### src/rtl/mem_port_arbiter_if.sv
// Bundle of the pipeline-side (IF / MEM stage) and memory-side signals of the
// unified memory port. The arbiter uses the master view, the environment uses the slave view.
interface mem_port_arbiter_if #(
    parameter int ADDR_W = 32,
    parameter int DATA_W = 32
);
    logic              if_req;
    logic [ADDR_W-1:0] if_addr;
    logic [DATA_W-1:0] if_rdata;
    logic              if_valid;
    logic              if_stall;

    logic              dm_read;
    logic              dm_write;
    logic [ADDR_W-1:0] dm_addr;
    logic [DATA_W-1:0] dm_wdata;
    logic [DATA_W-1:0] dm_rdata;
    logic              dm_done;
    logic              dm_stall;

    logic              mem_req;
    logic              mem_we;
    logic [ADDR_W-1:0] mem_addr;
    logic [DATA_W-1:0] mem_wdata;
    logic [DATA_W-1:0] mem_rdata;
    logic              mem_ack;

    logic              err;

    modport master (
        input  if_req, if_addr, dm_read, dm_write, dm_addr, dm_wdata,
        input  mem_rdata, mem_ack,
        output if_rdata, if_valid, if_stall, dm_rdata, dm_done, dm_stall,
        output mem_req, mem_we, mem_addr, mem_wdata, err
    );

    modport slave (
        output if_req, if_addr, dm_read, dm_write, dm_addr, dm_wdata,
        output mem_rdata, mem_ack,
        input  if_rdata, if_valid, if_stall, dm_rdata, dm_done, dm_stall,
        input  mem_req, mem_we, mem_addr, mem_wdata, err
    );
endinterface

### src/rtl/mem_port_arbiter.sv
// Shares one memory port between instruction fetch and the MEM stage: data beats
// fetch, one access at a time, RESP gap between accesses, watchdog abort on missing ack.
module mem_port_arbiter #(
    parameter int ADDR_W  = 32,
    parameter int DATA_W  = 32,
    parameter int TIMEOUT = 64
) (
    input  logic               clk_i,
    input  logic               rst_i,
    mem_port_arbiter_if.master bus
);

    localparam int                CNT_W    = $clog2(TIMEOUT + 1);
    localparam logic [CNT_W-1:0]  CNT_LAST = CNT_W'(TIMEOUT - 1);
    localparam logic [CNT_W-1:0]  CNT_ONE  = CNT_W'(1);

    typedef enum logic [1:0] {
        ST_IDLE    = 2'd0,
        ST_DM_BUSY = 2'd1,
        ST_IF_BUSY = 2'd2,
        ST_RESP    = 2'd3
    } state_e;

    state_e            state_q,     state_d;
    logic              mem_req_q,   mem_req_d;
    logic              mem_we_q,    mem_we_d;
    logic [ADDR_W-1:0] mem_addr_q,  mem_addr_d;
    logic [DATA_W-1:0] mem_wdata_q, mem_wdata_d;
    logic [DATA_W-1:0] if_rdata_q,  if_rdata_d;
    logic [DATA_W-1:0] dm_rdata_q,  dm_rdata_d;
    logic              if_valid_q,  if_valid_d;
    logic              dm_done_q,   dm_done_d;
    logic              err_q,       err_d;
    logic [CNT_W-1:0]  cnt_q,       cnt_d;

    logic              dm_any_s;
    logic              expired_s;

    assign dm_any_s  = bus.dm_read | bus.dm_write;
    assign expired_s = (cnt_q == CNT_LAST);

    // State and registered outputs
    always_ff @(posedge clk_i) begin
        if (rst_i) begin
            state_q     <= ST_IDLE;
            mem_req_q   <= 1'b0;
            mem_we_q    <= 1'b0;
            mem_addr_q  <= '0;
            mem_wdata_q <= '0;
            if_rdata_q  <= '0;
            dm_rdata_q  <= '0;
            if_valid_q  <= 1'b0;
            dm_done_q   <= 1'b0;
            err_q       <= 1'b0;
            cnt_q       <= '0;
        end else begin
            state_q     <= state_d;
            mem_req_q   <= mem_req_d;
            mem_we_q    <= mem_we_d;
            mem_addr_q  <= mem_addr_d;
            mem_wdata_q <= mem_wdata_d;
            if_rdata_q  <= if_rdata_d;
            dm_rdata_q  <= dm_rdata_d;
            if_valid_q  <= if_valid_d;
            dm_done_q   <= dm_done_d;
            err_q       <= err_d;
            cnt_q       <= cnt_d;
        end
    end

    // Grant, busy/ack/watchdog sequencing and response pulse generation
    always_comb begin
        state_d     = state_q;
        mem_req_d   = mem_req_q;
        mem_we_d    = mem_we_q;
        mem_addr_d  = mem_addr_q;
        mem_wdata_d = mem_wdata_q;
        if_rdata_d  = if_rdata_q;
        dm_rdata_d  = dm_rdata_q;
        if_valid_d  = 1'b0;
        dm_done_d   = 1'b0;
        err_d       = err_q;
        cnt_d       = cnt_q;

        case (state_q)
            ST_IDLE: begin
                // A pending load/store belongs to an older instruction than the fetch.
                if (dm_any_s) begin
                    state_d     = ST_DM_BUSY;
                    mem_req_d   = 1'b1;
                    mem_we_d    = bus.dm_write;
                    mem_addr_d  = bus.dm_addr;
                    mem_wdata_d = bus.dm_wdata;
                    cnt_d       = '0;
                end else if (bus.if_req) begin
                    state_d     = ST_IF_BUSY;
                    mem_req_d   = 1'b1;
                    mem_we_d    = 1'b0;
                    mem_addr_d  = bus.if_addr;
                    mem_wdata_d = '0;
                    cnt_d       = '0;
                end else begin
                    state_d     = ST_IDLE;
                end
            end

            ST_DM_BUSY: begin
                if (bus.mem_ack) begin
                    state_d    = ST_RESP;
                    mem_req_d  = 1'b0;
                    dm_done_d  = 1'b1;
                    dm_rdata_d = mem_we_q ? '0 : bus.mem_rdata;
                end else if (expired_s) begin
                    state_d    = ST_RESP;
                    mem_req_d  = 1'b0;
                    dm_done_d  = 1'b1;
                    dm_rdata_d = '0;
                    err_d      = 1'b1;
                end else begin
                    cnt_d      = cnt_q + CNT_ONE;
                end
            end

            ST_IF_BUSY: begin
                if (bus.mem_ack) begin
                    state_d    = ST_RESP;
                    mem_req_d  = 1'b0;
                    if_valid_d = 1'b1;
                    if_rdata_d = bus.mem_rdata;
                end else if (expired_s) begin
                    state_d    = ST_RESP;
                    mem_req_d  = 1'b0;
                    if_valid_d = 1'b1;
                    if_rdata_d = '0;
                    err_d      = 1'b1;
                end else begin
                    cnt_d      = cnt_q + CNT_ONE;
                end
            end

            ST_RESP: begin
                // Requester inputs still describe the finished access here, so never grant.
                state_d   = ST_IDLE;
                mem_req_d = 1'b0;
            end

            default: begin
                state_d   = ST_IDLE;
                mem_req_d = 1'b0;
            end
        endcase
    end

    assign bus.mem_req   = mem_req_q;
    assign bus.mem_we    = mem_we_q;
    assign bus.mem_addr  = mem_addr_q;
    assign bus.mem_wdata = mem_wdata_q;
    assign bus.if_rdata  = if_rdata_q;
    assign bus.dm_rdata  = dm_rdata_q;
    assign bus.if_valid  = if_valid_q;
    assign bus.dm_done   = dm_done_q;
    assign bus.err       = err_q;

    // Stalls depend only on requests and registered pulses, never on mem_ack.
    assign bus.if_stall  = bus.if_req & ~if_valid_q;
    assign bus.dm_stall  = dm_any_s & ~dm_done_q;

endmodule

### src/flat_wrapper.sv
// flat-port wrapper written by rule: the top's interface ports become plain ports
module mem_port_arbiter_flat 
#(
    parameter int ADDR_W  = 32,
    parameter int DATA_W  = 32,
    parameter int TIMEOUT = 64
)
  (clk_i, rst_i, bus_if_req, bus_if_addr, bus_dm_read, bus_dm_write, bus_dm_addr, bus_dm_wdata, bus_mem_rdata, bus_mem_ack, bus_if_rdata, bus_if_valid, bus_if_stall, bus_dm_rdata, bus_dm_done, bus_dm_stall, bus_mem_req, bus_mem_we, bus_mem_addr, bus_mem_wdata, bus_err);
  mem_port_arbiter_if #(.ADDR_W(ADDR_W), .DATA_W(DATA_W)) bus_i ();
  input  logic clk_i;
  input  logic rst_i;
  input wire logic [$bits(bus_i.if_req)-1:0] bus_if_req;
  input wire logic [$bits(bus_i.if_addr)-1:0] bus_if_addr;
  input wire logic [$bits(bus_i.dm_read)-1:0] bus_dm_read;
  input wire logic [$bits(bus_i.dm_write)-1:0] bus_dm_write;
  input wire logic [$bits(bus_i.dm_addr)-1:0] bus_dm_addr;
  input wire logic [$bits(bus_i.dm_wdata)-1:0] bus_dm_wdata;
  input wire logic [$bits(bus_i.mem_rdata)-1:0] bus_mem_rdata;
  input wire logic [$bits(bus_i.mem_ack)-1:0] bus_mem_ack;
  output wire logic [$bits(bus_i.if_rdata)-1:0] bus_if_rdata;
  output wire logic [$bits(bus_i.if_valid)-1:0] bus_if_valid;
  output wire logic [$bits(bus_i.if_stall)-1:0] bus_if_stall;
  output wire logic [$bits(bus_i.dm_rdata)-1:0] bus_dm_rdata;
  output wire logic [$bits(bus_i.dm_done)-1:0] bus_dm_done;
  output wire logic [$bits(bus_i.dm_stall)-1:0] bus_dm_stall;
  output wire logic [$bits(bus_i.mem_req)-1:0] bus_mem_req;
  output wire logic [$bits(bus_i.mem_we)-1:0] bus_mem_we;
  output wire logic [$bits(bus_i.mem_addr)-1:0] bus_mem_addr;
  output wire logic [$bits(bus_i.mem_wdata)-1:0] bus_mem_wdata;
  output wire logic [$bits(bus_i.err)-1:0] bus_err;
  assign bus_i.if_req = bus_if_req;
  assign bus_i.if_addr = bus_if_addr;
  assign bus_i.dm_read = bus_dm_read;
  assign bus_i.dm_write = bus_dm_write;
  assign bus_i.dm_addr = bus_dm_addr;
  assign bus_i.dm_wdata = bus_dm_wdata;
  assign bus_i.mem_rdata = bus_mem_rdata;
  assign bus_i.mem_ack = bus_mem_ack;
  assign bus_if_rdata = bus_i.if_rdata;
  assign bus_if_valid = bus_i.if_valid;
  assign bus_if_stall = bus_i.if_stall;
  assign bus_dm_rdata = bus_i.dm_rdata;
  assign bus_dm_done = bus_i.dm_done;
  assign bus_dm_stall = bus_i.dm_stall;
  assign bus_mem_req = bus_i.mem_req;
  assign bus_mem_we = bus_i.mem_we;
  assign bus_mem_addr = bus_i.mem_addr;
  assign bus_mem_wdata = bus_i.mem_wdata;
  assign bus_err = bus_i.err;
  mem_port_arbiter #(.ADDR_W(ADDR_W), .DATA_W(DATA_W), .TIMEOUT(TIMEOUT)) u_core (.clk_i(clk_i), .rst_i(rst_i), .bus(bus_i));
endmodule
### config.mk
export PLATFORM = sky130hd
export DESIGN_NAME = mem_port_arbiter_flat
export DESIGN_NICKNAME = d
export VERILOG_FILES = /design/src/rtl/mem_port_arbiter_if.sv /design/src/rtl/mem_port_arbiter.sv /design/src/flat_wrapper.sv
export SDC_FILE = /design/constraint.sdc
export NUM_CORES = 1
export LEC_CHECK = 0
export CAP_MARGIN = 20
export CORE_AREA = 2 2 139 141
export CTS_CLUSTER_SIZE = 12
export DETAILED_ROUTE_END_ITERATION = 10
export DIE_AREA = 0 0 141 143
export SLEW_MARGIN = 20
export SYNTH_ARGS = -nofsm -noshare
export SYNTH_HDL_FRONTEND = slang
export SYNTH_SLANG_ARGS = --single-unit
### constraint.sdc
create_clock -name clk_i -period 1.63 [get_ports clk_i]
set_input_delay 0.326 -clock clk_i [delete_from_list [all_inputs] [get_ports clk_i]]
set_output_delay 0.326 -clock clk_i [all_outputs]
set_load 0.02 [all_outputs]
==> flow_metrics.py, run 1 <==
metrics = {
    "sta": {
        "finalCriticalPeriod_ps": 1630,
        "finalSetupTns_ps": 0,
        "timing.max_slew.rel_slack_pct": 77.8,
        "portion_of_the_clock_cycle_consumed_by_the_worst_path_in_the_final_layout_pct": 99.9,
        "fin_worst_skew_ps": 12.8,
        "hold_violation_total_from_the_final_report": 0,
        "max_slew.worst_pin.slew_ps": 333,
        "fin_ws_ps": 1.71,
        "unrepaired_setup_endpoints_after_global_routing": "true",
        "max_clock_freq_ghz": 0.614,
        "final-setup-viol-count": 0,
        "whs_ps": 376,
        "number_of_max_slew_violations_in_the_final_report": 0,
    },
    "synth": {
        "synth_area_per_cell_sq_um": 9.38,
        "synth-seq-cells": 142,
        "async_reset_ff_share_pct": 0,
        "post_synth_inst_count": 590,
        "synthFlopType": "sky130_fd_sc_hd__dfxtp_1",
        "synth_sequential_area_ratio_pct": 51.4,
        "syn-num-nets": 731,
        "post_synth_instance_area_sq_um": 5530,
        "yosys_warnings": 0,
        "ys_types": 47,
        "post_synth_edffs": 0,
    },
    "routing": {
        "drt_first_iter_violations": 264,
        "topRoutingLayerUsed": "met4",
        "met2_length_microns": 9240,
        "route.vias.total": 5428,
        "ant_nets": 0,
        "route.layer.met1.wl_microns": 8190,
        "wl_met3_microns": 1030,
        "route.final.wire_length_microns": 18800,
        "route.detailed.wl_per_inst_microns": 16.6,
        "drc": 0,
        "drt-vias-per-instance": 4.80,
        "drtPass1Iterations": 4,
    },
    "pwr": {
        "power.density_cell_area_nw_per_um2": 1500,
        "power.switching_fraction_pct": 36.9,
        "cell_internal_pwr_mw": 8.90,
        "ir_drop_uv": 779,
        "power_frac_clock_pct": 26.3,
        "pwr-share-seq_pct": 32.3,
        "total_switching_power_mw": 5.21,
        "power.share.combinational_pct": 41.4,
        "total_leakage_power_nw": 4.15,
        "total_power_mw": 14.1,
    },
    "placed_design": {
        "post_placement_setup_slack_ps": -559,
        "port_buffers": 268,
        "gp_congestion": 0.856,
        "detailedPlacementHpwl_microns": 13000,
        "dpl_cell_area_sq_um": 8780,
    },
    "final_layout": {
        "finish.net_count": 1024,
        "flow.area_growth_from_synthesis_pct": 70.3,
        "fin_area_sq_um": 9420,
        "most_common_cell_after_layout_fill_and_taps_aside": "sky130_fd_sc_hd__dfxtp_1",
        "layout-drive-gt1-share_pct": 13.7,
        "layout_common_cells": "138 x sky130_fd_sc_hd__dfxtp_1, 134 x sky130_fd_sc_hd__dlygate4sd2_1, 130 x sky130_fd_sc_hd__clkdlybuf4s50_1",
        "diode_insertion_count_for_antenna_repair": 0,
    },
    "floorplan": {
        "start_util_pct": 29.8,
        "chip_height_microns": 143,
        "die-area_sq_um": 20200,
        "die-width_microns": 141,
        "core_area_sq_um": 18600,
        "boundaryPins": 269,
        "rows": 50,
    },
    "grt": {
        "grt_first_pass_wirelength_microns": 29600,
        "first_global_vias": 5459,
        "grt_remaining_overflow": 0,
        "gr-usage-all-layers_pct": 18.7,
        "antenna_violations_before_repair": 0,
        "grt_max_degree": 40,
    },
    "setup_path": {
        "timing.critical_path.to_type": "flop",
        "start_kind": "flop",
        "criticalPathCategory": "reg2reg",
        "crit_required_ps": 1990,
        "largest_driver_fanout_on_the_critical_path": 16,
        "timing.critical_path.arrival_ps": 1990,
    },
    "outcome": {
        "status": "finished, final reports clean",
    },
    "min_path": {
        "hold_path.class": "in2reg",
    },
    "clock_network": {
        "clock-sinks": 142,
        "cts_buffer_depth": 2,
        "root_buffer_cell": "sky130_fd_sc_hd__clkbuf_16",
        "numCtsBuffers": 17,
        "tritoncts": "built",
        "worst_skew_pair.late_latency_ps": 420,
        "cts.clk_slew.worst_paths_ps": 70,
        "htreeDepth": 4,
    },
    "run": {
        "maxCapViolations": 0,
    },
}
per-layer routing:
metal  global-route usage [%]  up-vias
li1                         -     2692
met1                     23.0     2547
met2                     31.3      165
met3                     5.30       24
met4                     6.63        0
met5                        0        -
flip-flops by register name, summed over array words and instances, names as in the netlist:
name	flops
u_core.bus.dm_done	1
u_core.cnt_q	7
u_core.bus.mem_req	1
u_core.bus.mem_addr	32
u_core.bus.if_valid	1
u_core.bus.if_rdata	32
u_core.bus.err	1
u_core.bus.mem_we	1
u_core.bus.mem_wdata	32
u_core.bus.dm_rdata	32
u_core.state_q	2
area by class of cell:
type / count / area, sq um
Inverter: 5 / 18.8
Tap cell: 234 / 293
Timing Repair Buffer: 325 / 3140
Multi-Input combinational cell: 392 / 2550
Clock inverter: 14 / 125
Clock buffer: 18 / 439
Sequential cell: 142 / 2850
Fill cell: 1803 / 9160
power by group through the flow:
| stage | logic [mW] | clock network (mW) | registers, mW |
|---|---|---|---|
| CTS | 5.68 | 3.80 | 4.55 |
| global placement | 5.99 | 0 | 4.62 |
| global route | 6.34 | 3.97 | 4.65 |
| finish | 5.84 | 3.71 | 4.56 |
| floorplan | 2.38 | 0 | 5.46 |
| detailed placement | 6.01 | 0 | 4.63 |
Yosys cell counts, types with 2 or more instances:
cell type	number	area, sq um
sky130_fd_sc_hd__nor2b_1	5	31.3
sky130_fd_sc_hd__a41oi_1	2	17.5
sky130_fd_sc_hd__nand2_1	104	390
sky130_fd_sc_hd__nor3_1	2	10.0
sky130_fd_sc_hd__a22o_1	33	289
sky130_fd_sc_hd__buf_2	22	110
sky130_fd_sc_hd__o21ai_0	33	165
sky130_fd_sc_hd__o31ai_1	2	15.0
sky130_fd_sc_hd__a31oi_1	4	25.0
sky130_fd_sc_hd__ha_1	7	87.6
sky130_fd_sc_hd__inv_1	4	15.0
sky130_fd_sc_hd__mux2i_1	32	320
sky130_fd_sc_hd__a22oi_1	33	248
sky130_fd_sc_hd__buf_6	4	45.0
sky130_fd_sc_hd__clkbuf_1	24	90.1
sky130_fd_sc_hd__a311oi_1	32	280
sky130_fd_sc_hd__nor2_1	72	270
sky130_fd_sc_hd__dfxtp_1	142	2840
sky130_fd_sc_hd__nand3_1	2	10.0
sky130_fd_sc_hd__and3_1	4	25.0
kinds of logic after synthesis:
| logic type | after synthesis | synth area share [%] |
|---|---|---|
| AO/OA/AOI/OAI | 154 | 21.3 |
| adder cells (fa/ha/maj) | 7 | 1.58 |
| buffers and inverters | 56 | 4.84 |
| flip-flops | 142 | 51.4 |
| multiplexers | 33 | 5.99 |
| AND/OR/NAND/NOR | 198 | 14.9 |
critical path: stages, from the launching register on:
cell                        delay, ps
sky130_fd_sc_hd__dfxtp_2          340
sky130_fd_sc_hd__ha_4             150
sky130_fd_sc_hd__and4b_4          220
sky130_fd_sc_hd__a21o_4           230
sky130_fd_sc_hd__a21oi_4          160
sky130_fd_sc_hd__bufbuf_16        320
sky130_fd_sc_hd__a22o_1           130
per-stage QoR:
stage	util [%]	std cells
global placement	47.3	1089
detailed placement	47.3	1089
floorplan	-	590
global route	50.7	1130
finish	50.7	1130
CTS	50.1	1126
path summary, 6_finish.rpt:
kind	start	endpoint	slack [ps]	cells past startpoint
setup reg to reg	u_core.cnt_q[0]	u_core.bus.if_rdata[27]	2	6
hold / removal	rst_i	u_core.cnt_q[3]	380	3
hold reg to reg	u_core.bus.dm_rdata[15]	u_core.bus.dm_rdata[15]	450	2
setup / recovery	u_core.cnt_q[0]	u_core.bus.if_rdata[27]	2	6
repair_timing:
item / in CTS / in global routing
hold endpoints to repair: 0 / 0
hold buffers: 0 / 0
endpoints found under the setup margin: 156 / 113
setup buffers: 3 / 3
pin swaps: 6 / 9
resized for setup: 150 / 18
cloned: 2 / 1
Note: power is estimated with default switching activity, not from simulation.
==> run 2: changes to the inputs <==
--- a/config.mk
+++ b/config.mk
@@ -5,6 +5,7 @@
 export SDC_FILE = /design/constraint.sdc
 export NUM_CORES = 1
 export LEC_CHECK = 0
+export ABC_CLOCK_PERIOD_IN_PS = 1630
 export CAP_MARGIN = 20
 export CORE_AREA = 2 2 139 141
 export CTS_CLUSTER_SIZE = 12
==> results of run 2 <==
No change in the layout: final DEF, timing and power equal those of run 1.
